### config.mk
export PLATFORM = sky130hd
export DESIGN_NAME = dpc_rank_sorter
export DESIGN_NICKNAME = d
export VERILOG_FILES = /design/src/rtl/dpc_sort_pkg.sv /design/src/rtl/dpc_rank_row.sv /design/src/rtl/dpc_rank_sorter.sv
export SDC_FILE = /design/constraint.sdc
export NUM_CORES = 2
export LEC_CHECK = 0
export ABC_AREA = 1
export ABC_CLOCK_PERIOD_IN_PS = 3800
export BUFFER_PORTS_ARGS = -buffer_cell sky130_fd_sc_hd__buf_2
export CAP_MARGIN = 10
export CORE_UTILIZATION = 40
export CTS_BUF_LIST = sky130_fd_sc_hd__clkbuf_4 sky130_fd_sc_hd__clkbuf_8
export CTS_CLUSTER_DIAMETER = 200
export DETAILED_ROUTE_END_ITERATION = 8
export PLACE_DENSITY = 0.55
export SYNTH_ARGS = -nofsm -noshare
export SYNTH_HDL_FRONTEND = slang
export SYNTH_SLANG_ARGS = --single-unit
### constraint.sdc
create_clock -name clk -period 3.8 [get_ports clk]
set_clock_uncertainty 0.2 [all_clocks]
set_input_delay 0.19 -clock clk [delete_from_list [all_inputs] [get_ports clk]]
set_output_delay 0.19 -clock clk [all_outputs]
set_load 0.02 [all_outputs]
### src/rtl/dpc_sort_pkg.sv
// Shared types and constants for the DPC rank sorter.
package dpc_sort_pkg;

  localparam int unsigned SORT_LAT = 4;

  typedef enum logic {
    ASCEND  = 1'b0,
    DESCEND = 1'b1
  } sort_dir_e;

  // Index/rank width for an n-entry vector; never narrower than one bit.
  function automatic int unsigned idx_width(input int unsigned n);
    return (n < 2) ? 1 : $clog2(n);
  endfunction

endpackage

### src/rtl/dpc_rank_row.sv
// One row of the pairwise compare matrix: counts the samples that precede
// sample ROW, giving its rank in the sorted vector.
module dpc_rank_row
  import dpc_sort_pkg::*;
#(
  parameter  int unsigned DATA_WIDTH = 16,
  parameter  int unsigned DATA_NUM   = 9,
  parameter  int unsigned ROW        = 0,
  localparam int unsigned IDX_W      = idx_width(DATA_NUM)
) (
  input  logic                  clk,
  input  logic                  reset,
  input  logic                  i_en,
  input  logic                  i_descend,
  input  logic [DATA_WIDTH-1:0] i_data [DATA_NUM],
  output logic [IDX_W-1:0]      o_rank
);

  logic [DATA_NUM-1:0] w_before;
  logic [DATA_NUM-1:0] r_before;
  logic [IDX_W-1:0]    w_cnt;
  logic [IDX_W-1:0]    r_rank;

  // Ties resolve by original index so equal samples stay in input order.
  always_comb begin
    w_before = '0;
    for (int unsigned o = 0; o < DATA_NUM; o++) begin
      if (o != ROW) begin
        if (i_data[o] == i_data[ROW]) begin
          w_before[o] = (o < ROW);
        end else if (i_descend) begin
          w_before[o] = (i_data[o] > i_data[ROW]);
        end else begin
          w_before[o] = (i_data[o] < i_data[ROW]);
        end
      end
    end
  end

  always_comb begin
    w_cnt = '0;
    for (int unsigned o = 0; o < DATA_NUM; o++) begin
      w_cnt = w_cnt + IDX_W'(r_before[o]);
    end
  end

  always_ff @(posedge clk) begin
    if (reset) begin
      r_before <= '0;
      r_rank   <= '0;
    end else if (i_en) begin
      r_before <= w_before;
      r_rank   <= w_cnt;
    end
  end

  assign o_rank = r_rank;

endmodule

### src/rtl/dpc_rank_sorter.sv
// Streaming rank sorter: compare matrix, rank scatter and registered output
// with source indices, median, min and max. Whole pipeline stalls together.
module dpc_rank_sorter
  import dpc_sort_pkg::*;
#(
  parameter  int unsigned DATA_WIDTH = 16,
  parameter  int unsigned DATA_NUM   = 9,
  localparam int unsigned IDX_W      = idx_width(DATA_NUM)
) (
  input  logic                  clk,
  input  logic                  reset,
  input  logic                  in_valid,
  output logic                  in_ready,
  input  logic                  in_descend,
  input  logic [DATA_WIDTH-1:0] in_data     [DATA_NUM],
  output logic                  out_valid,
  input  logic                  out_ready,
  output logic [DATA_WIDTH-1:0] out_data    [DATA_NUM],
  output logic [IDX_W-1:0]      out_src_idx [DATA_NUM],
  output logic [DATA_WIDTH-1:0] out_median,
  output logic [DATA_WIDTH-1:0] out_min,
  output logic [DATA_WIDTH-1:0] out_max
);

  localparam int unsigned MED = (DATA_NUM - 1) / 2;

  logic                  w_en;
  logic [SORT_LAT-1:0]   r_vld;
  sort_dir_e             r_s0_dir;
  sort_dir_e             r_s1_dir;
  sort_dir_e             r_s2_dir;
  sort_dir_e             r_s3_dir;
  logic [DATA_WIDTH-1:0] r_s0_data [DATA_NUM];
  logic [DATA_WIDTH-1:0] r_s1_data [DATA_NUM];
  logic [DATA_WIDTH-1:0] r_s2_data [DATA_NUM];
  logic [IDX_W-1:0]      w_rank    [DATA_NUM];
  logic [DATA_WIDTH-1:0] w_sort    [DATA_NUM];
  logic [IDX_W-1:0]      w_idx     [DATA_NUM];
  logic [DATA_WIDTH-1:0] r_sort    [DATA_NUM];
  logic [IDX_W-1:0]      r_idx     [DATA_NUM];

  assign w_en     = out_ready | ~out_valid;
  assign in_ready = w_en;

  for (genvar g = 0; g < DATA_NUM; g++) begin : g_row
    dpc_rank_row #(
      .DATA_WIDTH (DATA_WIDTH),
      .DATA_NUM   (DATA_NUM),
      .ROW        (g)
    ) u_row (
      .clk       (clk),
      .reset     (reset),
      .i_en      (w_en),
      .i_descend (r_s0_dir == DESCEND),
      .i_data    (r_s0_data),
      .o_rank    (w_rank[g])
    );
  end

  // Ranks are a permutation, so exactly one source matches each slot.
  always_comb begin
    for (int unsigned j = 0; j < DATA_NUM; j++) begin
      w_sort[j] = '0;
      w_idx[j]  = '0;
      for (int unsigned i = 0; i < DATA_NUM; i++) begin
        if (w_rank[i] == IDX_W'(j)) begin
          w_sort[j] = r_s2_data[i];
          w_idx[j]  = IDX_W'(i);
        end
      end
    end
  end

  // Capture, delay and scatter stages; bubbles still load their data.
  always_ff @(posedge clk) begin
    if (reset) begin
      r_vld    <= '0;
      r_s0_dir <= ASCEND;
      r_s1_dir <= ASCEND;
      r_s2_dir <= ASCEND;
      r_s3_dir <= ASCEND;
      for (int unsigned i = 0; i < DATA_NUM; i++) begin
        r_s0_data[i] <= '0;
        r_s1_data[i] <= '0;
        r_s2_data[i] <= '0;
        r_sort[i]    <= '0;
        r_idx[i]     <= '0;
      end
    end else if (w_en) begin
      r_vld     <= {r_vld[SORT_LAT-2:0], in_valid};
      r_s0_dir  <= sort_dir_e'(in_descend);
      r_s1_dir  <= r_s0_dir;
      r_s2_dir  <= r_s1_dir;
      r_s3_dir  <= r_s2_dir;
      r_s0_data <= in_data;
      r_s1_data <= r_s0_data;
      r_s2_data <= r_s1_data;
      r_sort    <= w_sort;
      r_idx     <= w_idx;
    end
  end

  // Output stage; min/max swap ends when the vector is descending.
  always_ff @(posedge clk) begin
    if (reset) begin
      out_valid  <= 1'b0;
      out_median <= '0;
      out_min    <= '0;
      out_max    <= '0;
      for (int unsigned i = 0; i < DATA_NUM; i++) begin
        out_data[i]    <= '0;
        out_src_idx[i] <= '0;
      end
    end else if (w_en) begin
      out_valid   <= r_vld[SORT_LAT-1];
      out_data    <= r_sort;
      out_src_idx <= r_idx;
      out_median  <= r_sort[MED];
      out_min     <= (r_s3_dir == DESCEND) ? r_sort[DATA_NUM-1] : r_sort[0];
      out_max     <= (r_s3_dir == DESCEND) ? r_sort[0] : r_sort[DATA_NUM-1];
    end
  end

endmodule

Word level (Yosys, flattened, before mapping)
Cells that the tools add are included.

Bits of input ports: 149. Memory bits (read-only): 0. Memory bits (writable): 0. Memories: 0. Word-level logic and storage cells: 750. Bits in latches: 0. Register bits: 941.

Magnitude comparators: 144. Bitwise gates (word level): 2. Divide/modulo/power cells: 0. Add/sub/neg operators: 63. Shifts and indexed selects: 0. $mul: 0. Equality and inequality tests: 144. Reductions and logical operators: 9. Muxes and demuxes: 299.

Operator list (number): 2-to-1 mux 16 bit (83); == test 16 bit (72); > comparator 16 bit (72); < comparator 16 bit (72); 2-to-1 mux 4 bit (58); adder 4 x 1 -> 4 bit (54); 2-to-1 mux 1 bit (153); == test 4 x 3 -> 1 bit, second input constant (36); == test 4 x 2 -> 1 bit, second input constant (18); == test 4 x 1 -> 1 bit, second input constant (9); == test 4 bit, second input constant (9); logical NOT 4 bit (9); adder 1 x 1 -> 2 bit (9); 2-to-1 mux 3 bit (3); 2-to-1 mux 2 bit (2); NOT 1 bit (1); OR 1 bit (1).

Longest topological paths before layout
Depth in word-level cells: 10. Gate-level depth with buffers: 16.

Modules after synthesis
From an unflattened synthesis, not the netlist that was laid out.

Cell total of the unflattened synthesis: 10832. Area total of the unflattened synthesis: 73600.6 µm².

By module, submodules not included: dpc_rank_sorter (seq. area each 16676.0 µm², instances 1, cells each 5960, area each 40218.6 µm²); dpc_rank_row (g_row[1].u_row) (seq. area each 240.2 µm², instances 1, cells each 553, area each 3754.9 µm²); dpc_rank_row (g_row[2].u_row) (seq. area each 240.2 µm², instances 1, cells each 548, area each 3737.3 µm²); dpc_rank_row (g_row[8].u_row) (seq. area each 240.2 µm², instances 1, cells each 565, area each 3737.3 µm²); dpc_rank_row (g_row[0].u_row) (seq. area each 240.2 µm², instances 1, cells each 552, area each 3728.6 µm²); dpc_rank_row (g_row[3].u_row) (seq. area each 240.2 µm², instances 1, cells each 539, area each 3704.8 µm²); dpc_rank_row (g_row[4].u_row) (seq. area each 240.2 µm², instances 1, cells each 540, area each 3704.8 µm²); dpc_rank_row (g_row[5].u_row) (seq. area each 240.2 µm², instances 1, cells each 530, area each 3697.3 µm²); dpc_rank_row (g_row[6].u_row) (seq. area each 240.2 µm², instances 1, cells each 525, area each 3687.3 µm²); dpc_rank_row (g_row[7].u_row) (seq. area each 240.2 µm², instances 1, cells each 520, area each 3629.7 µm²).

Worst setup path after synthesis
Ideal clock, no wire load.

Path type: register to register. Start point: reg g_row[4].u_row.r_before[0]. End point: reg g_row[4].u_row.r_rank[2]. Path slack: 0.737 ns. Required time: 3.505 ns. Arrival time: 2.767 ns. Cell stages (with the launch flop): 9. Buffers on the path: 0. Clock period less this slack: 3.063 ns. Cell sequence: dfxtp_1 ha_1 inv_1 fa_1 fa_1 fa_1 fa_1 or2_2 a221oi_1.

Longest elaborated chain between the ends: 7.

RTL lines: start: declaration (RTL line dpc_rank_row.sv:20) `logic [DATA_NUM-1:0] r_before;`; start signal: assignment (RTL line dpc_rank_row.sv:52) `r_before <= w_before;`; adder 1 x 1 -> 2 bit (RTL line dpc_rank_row.sv:43) `w_cnt = w_cnt + IDX_W'(r_before[o]);`; adder 4 x 1 -> 4 bit (6 in series) (RTL line dpc_rank_row.sv:43); end signal: assignment (RTL line dpc_rank_row.sv:53) `r_rank <= w_cnt;`; end: declaration (RTL line dpc_rank_row.sv:22) `logic [IDX_W-1:0] r_rank;`.

Every way passes these cells. A chain may end at the register's enable or synchronous reset.

Final worst setup path
Start point: reg r_s0_data[74] (netlist name). End point: reg g_row[4].u_row.r_before[1].

Longest elaborated chain between the ends: 3. Elaborated cells between the ends (all ways): 5.

RTL lines: start: declaration (RTL line dpc_rank_sorter.sv:33) `logic [DATA_WIDTH-1:0] r_s0_data [DATA_NUM];`; start signal: assignment (RTL line dpc_rank_sorter.sv:95) `r_s0_data <= in_data;`; < comparator 16 bit / > comparator 16 bit (equally long branches) (RTL line dpc_rank_row.sv:34, dpc_rank_row.sv:32); 2-to-1 mux 1 bit (RTL line dpc_rank_row.sv:31) `end else if (i_descend) begin`; 2-to-1 mux 1 bit (*) (RTL line dpc_rank_row.sv:29) `if (i_data[o] == i_data[ROW]) begin`.

Mark *: on every way between the ends. The rest lies on a longest branch, timed or not.

==> results.md <==
* Worst VDD drop at 0.264 mV
* Synth Net Count at 9,266
* Synth cell types at 48
* Ports at 379
* Met2 WL at 136,000 um
* Avg Inst Size Synth at 6.92 sq um
* Commonest non-fill, non-tap cells in the layout: nand2_1, o21ai_0, a21oi_1
* Post-Syn Area at 58,600 sq um
* Area Overhead vs Synth at 19.5%
* Leak at 31.8 nW
* Worst Hold Class: in2reg
* RSZ-0062 raised after global routing: false
* Minimum clock period at 3300 ps
* Vias at 66,038
* Placed Area at 63,000 sq um
* Num rows at 140
* Worst path top cell family by delay: compound AO/OA/AOI/OAI gates
* Vias in the first global route at 60,367
* FMAX at approximately 0.30 GHz
* Post-layout power at roughly 0.037 W
* Initial antenna violation count at 19
* Clk buf depth at 3
* Synth Register Bits at 941
* CTS tree: yes
* Share of post-route cells with drive strength above 1 at 11.4%
* GRT Util Overall at between 40% and 50%
* Crit path max-delay cell type: a21oi_1
* Crit path buffers/inverters at 2
* Die Wd at 385 um
* Slowest stage delay, CP at 810 ps
* Drt total wl at about 310,000 um
* Fillers at 14,674
* Worst slew pin tran at 1180 ps
* Routed met1 length at 123,000 um
* Final #Nets at approximately 9,900
* Starting Density at 40.3%
* Placer Congestion at 1.06
* Nature of the critical path startpoint: flip-flop
* Hold Slack at 85.7 ps
* Max_cap viols at 0
* Largest net degree at the start of global routing at between 150 and 200
* Pwr dens at 526 nW/um^2
* Vias per cell at between 5 and 6
* Register area share after synthesis at 32.1%
* Worst Path Arrival at 3920 ps
* Die height at 385 um
* Placeable Area at roughly 150,000 sq um
* DRT Pass-1 Iters at 7
* CP endpoint kind: flip-flop
* Status: completed
* Number of remaining DRC errors at 0
* Die area at 148,000 sq um
* Gate Count Post-Synth at 8,478
* Iter 0 DRT Violations at 8,220
* Final worst path period share at 86.9%
* CTS resizes at 0
* Grt total ovfl at 0
* Max-slew violation count at 0
* Post-DR wirelength/cell at approximately 28 um
* Worst slew margin at between 20% and 30%
* Setup TNS at 0 ps
* Most common cell after layout, fill and taps aside: nand2_1
* H-Tree Level Count at 4
* Hold Violations, Final at 0
* CTS Sinks at 941
* Yosys Warn Count at 0
* CTS root buffer: clkbuf_8
* Metal3 WL at 27,000 um
* Post-route design area at around 70,000 sq um
* CTS clk-pin slew, worst paths at ~60 ps
* First-pass GRT wire length at 439,000 um
* Clock network latency to the later pin of the worst-skew pair at 950 ps
* Crit Path Category: reg2reg
* Max FO, Critical Path at 8
* Buffers added on ports at between 300 and 400
* Critical Path RT at 4410 ps
* CTS buffer count at 171
* Crit path cell chain: inv_1 > ha_1 > nand2_1 > o21ai_0 > a21oi_1 > nand3_1 > nand3_1 > buf_4 > nand2_1 > a21oi_1
* Max Used Layer: met5
* DP Wirelength at 232,000 um
* ANT nets after route at 0
* Endpoints failing setup at 0
## area by class of cell
cell class,instances,area (sq um),share of cell area (%)
antenna,18,45.0,0.0643
clock buffer,271,3400,4.86
clock inverter,38,448,0.639
inverter,695,2620,3.74
multi-input combinational,6314,35000,49.9
sequential,941,18800,26.9
tap,1917,2400,3.42
timing repair buffer,972,7310,10.4
## worst register-to-register path, cell delays in order, from the launching register on
cell and delay, ps:
dfxtp_1 330, inv_1 570, ha_1 370, nand2_1 80, o21ai_0 90, a21oi_1 810
nand3_1 150, nand3_1 130, buf_4 180, nand2_1 100, a21oi_1 150
## synth_stat cells, drive strengths merged
| cell | count | share of area [%] |
|---|---|---|
| a221oi | 52 | 0.78 |
| nor3 | 48 | 0.49 |
| a21o | 23 | 0.29 |
| nand3 | 460 | 4.0 |
| o21a | 6 | 0.077 |
| nand3b | 17 | 0.22 |
| a311oi | 8 | 0.12 |
| nand2 | 1407 | 9.0 |
| o21ai | 1320 | 11 |
| xor2 | 5 | 0.075 |
| a211oi | 2 | 0.026 |
| nor4 | 25 | 0.27 |
| ha | 603 | 13 |
| a21oi | 1155 | 9.9 |
| buf | 122 | 1.1 |
| nand4 | 107 | 1.2 |
| a31oi | 44 | 0.47 |
| a22oi | 30 | 0.38 |
| fa | 36 | 1.2 |
| o21bai | 21 | 0.27 |
| inv | 646 | 4.1 |
| o211ai | 34 | 0.44 |
| nor2 | 859 | 5.7 |
| dfxtp | 941 | 32 |
| o2111ai | 4 | 0.060 |
| clkbuf | 406 | 2.6 |
| clkinv | 49 | 0.31 |
| o221ai | 16 | 0.24 |
| o22ai | 10 | 0.11 |
| or2 | 18 | 0.19 |
| o311ai | 1 | 0.015 |
| o221a | 1 | 0.019 |
| a2bb2oi | 1 | 0.015 |
| o31ai | 1 | 0.013 |
## path summary, 6_finish.rpt
check / from / endpoint / slack [ps] / cells past startpoint
worst min register to register: r_vld[3] / r_vld[3] / 250 / 2
worst max register to register: r_s0_data[74] / g_row[4].u_row.r_before[1] / 500 / 10
worst max-delay path: r_s0_data[74] / g_row[4].u_row.r_before[1] / 500 / 10
worst min-delay path: in_data[108] / r_s0_data[108] / 90 / 4
## metal layers
| layer | global-route usage [%] | vias to the layer above |
|---|---|---|
| met5 | 0 | - |
| met4 | 33.3 | 10 |
| met3 | 7.12 | 1021 |
| met2 | 63.2 | 3809 |
| met1 | 50.9 | 30949 |
| li1 | - | 30249 |
## flip-flops by register name (all words and copies together) (netlist names), 4 cells and up
| signal | flops |
|---|---|
| r_s2_data | 144 |
| out_max | 16 |
| g_row.u_row.o_rank | 36 |
| r_idx | 36 |
| out_min | 16 |
| out_median | 16 |
| r_vld | 4 |
| out_src_idx | 36 |
| r_s0_data | 144 |
| r_sort | 144 |
| out_data | 128 |
| g_row.u_row.r_before | 72 |
| r_s1_data | 144 |
## kinds of logic after synthesis
group	Yosys count	synth area share [%]
DFF	941	32.1
buffers and inverters	1223	8.21
AOI/OAI and AO/OA	2729	24.5
adders and majority gates	639	14.1
xor gates and xnor gates	5	0.0747
and+or+nand+nor	2941	21.0
## stage by stage
stage / std cells / setup slack (ps) / utilization (%)
after global routing: 11160 / 291 / 48.1
after detailed placement: 10520 / 607 / 43.3
after global placement: 10520 / 616 / 43.3
final: 11166 / 496 / 48.1
after CTS: 11148 / 397 / 48.1
after floorplan: 8478 / 737 / -
## power breakdown
part,total (W),switching [W],internal (W),leakage (nW)
clock,0.0109,0.00491,0.00604,2.04
combinational,0.0136,0.00966,0.00395,22.1
sequential,0.0123,0.00126,0.0111,7.71
## repair_timing
action                                 4_1_cts  5_1_grt
setup buffers                                0        0
hold buffers                               319        0
endpoints found under the hold margin      361        0
Note: power is estimated with default switching activity, not from simulation.
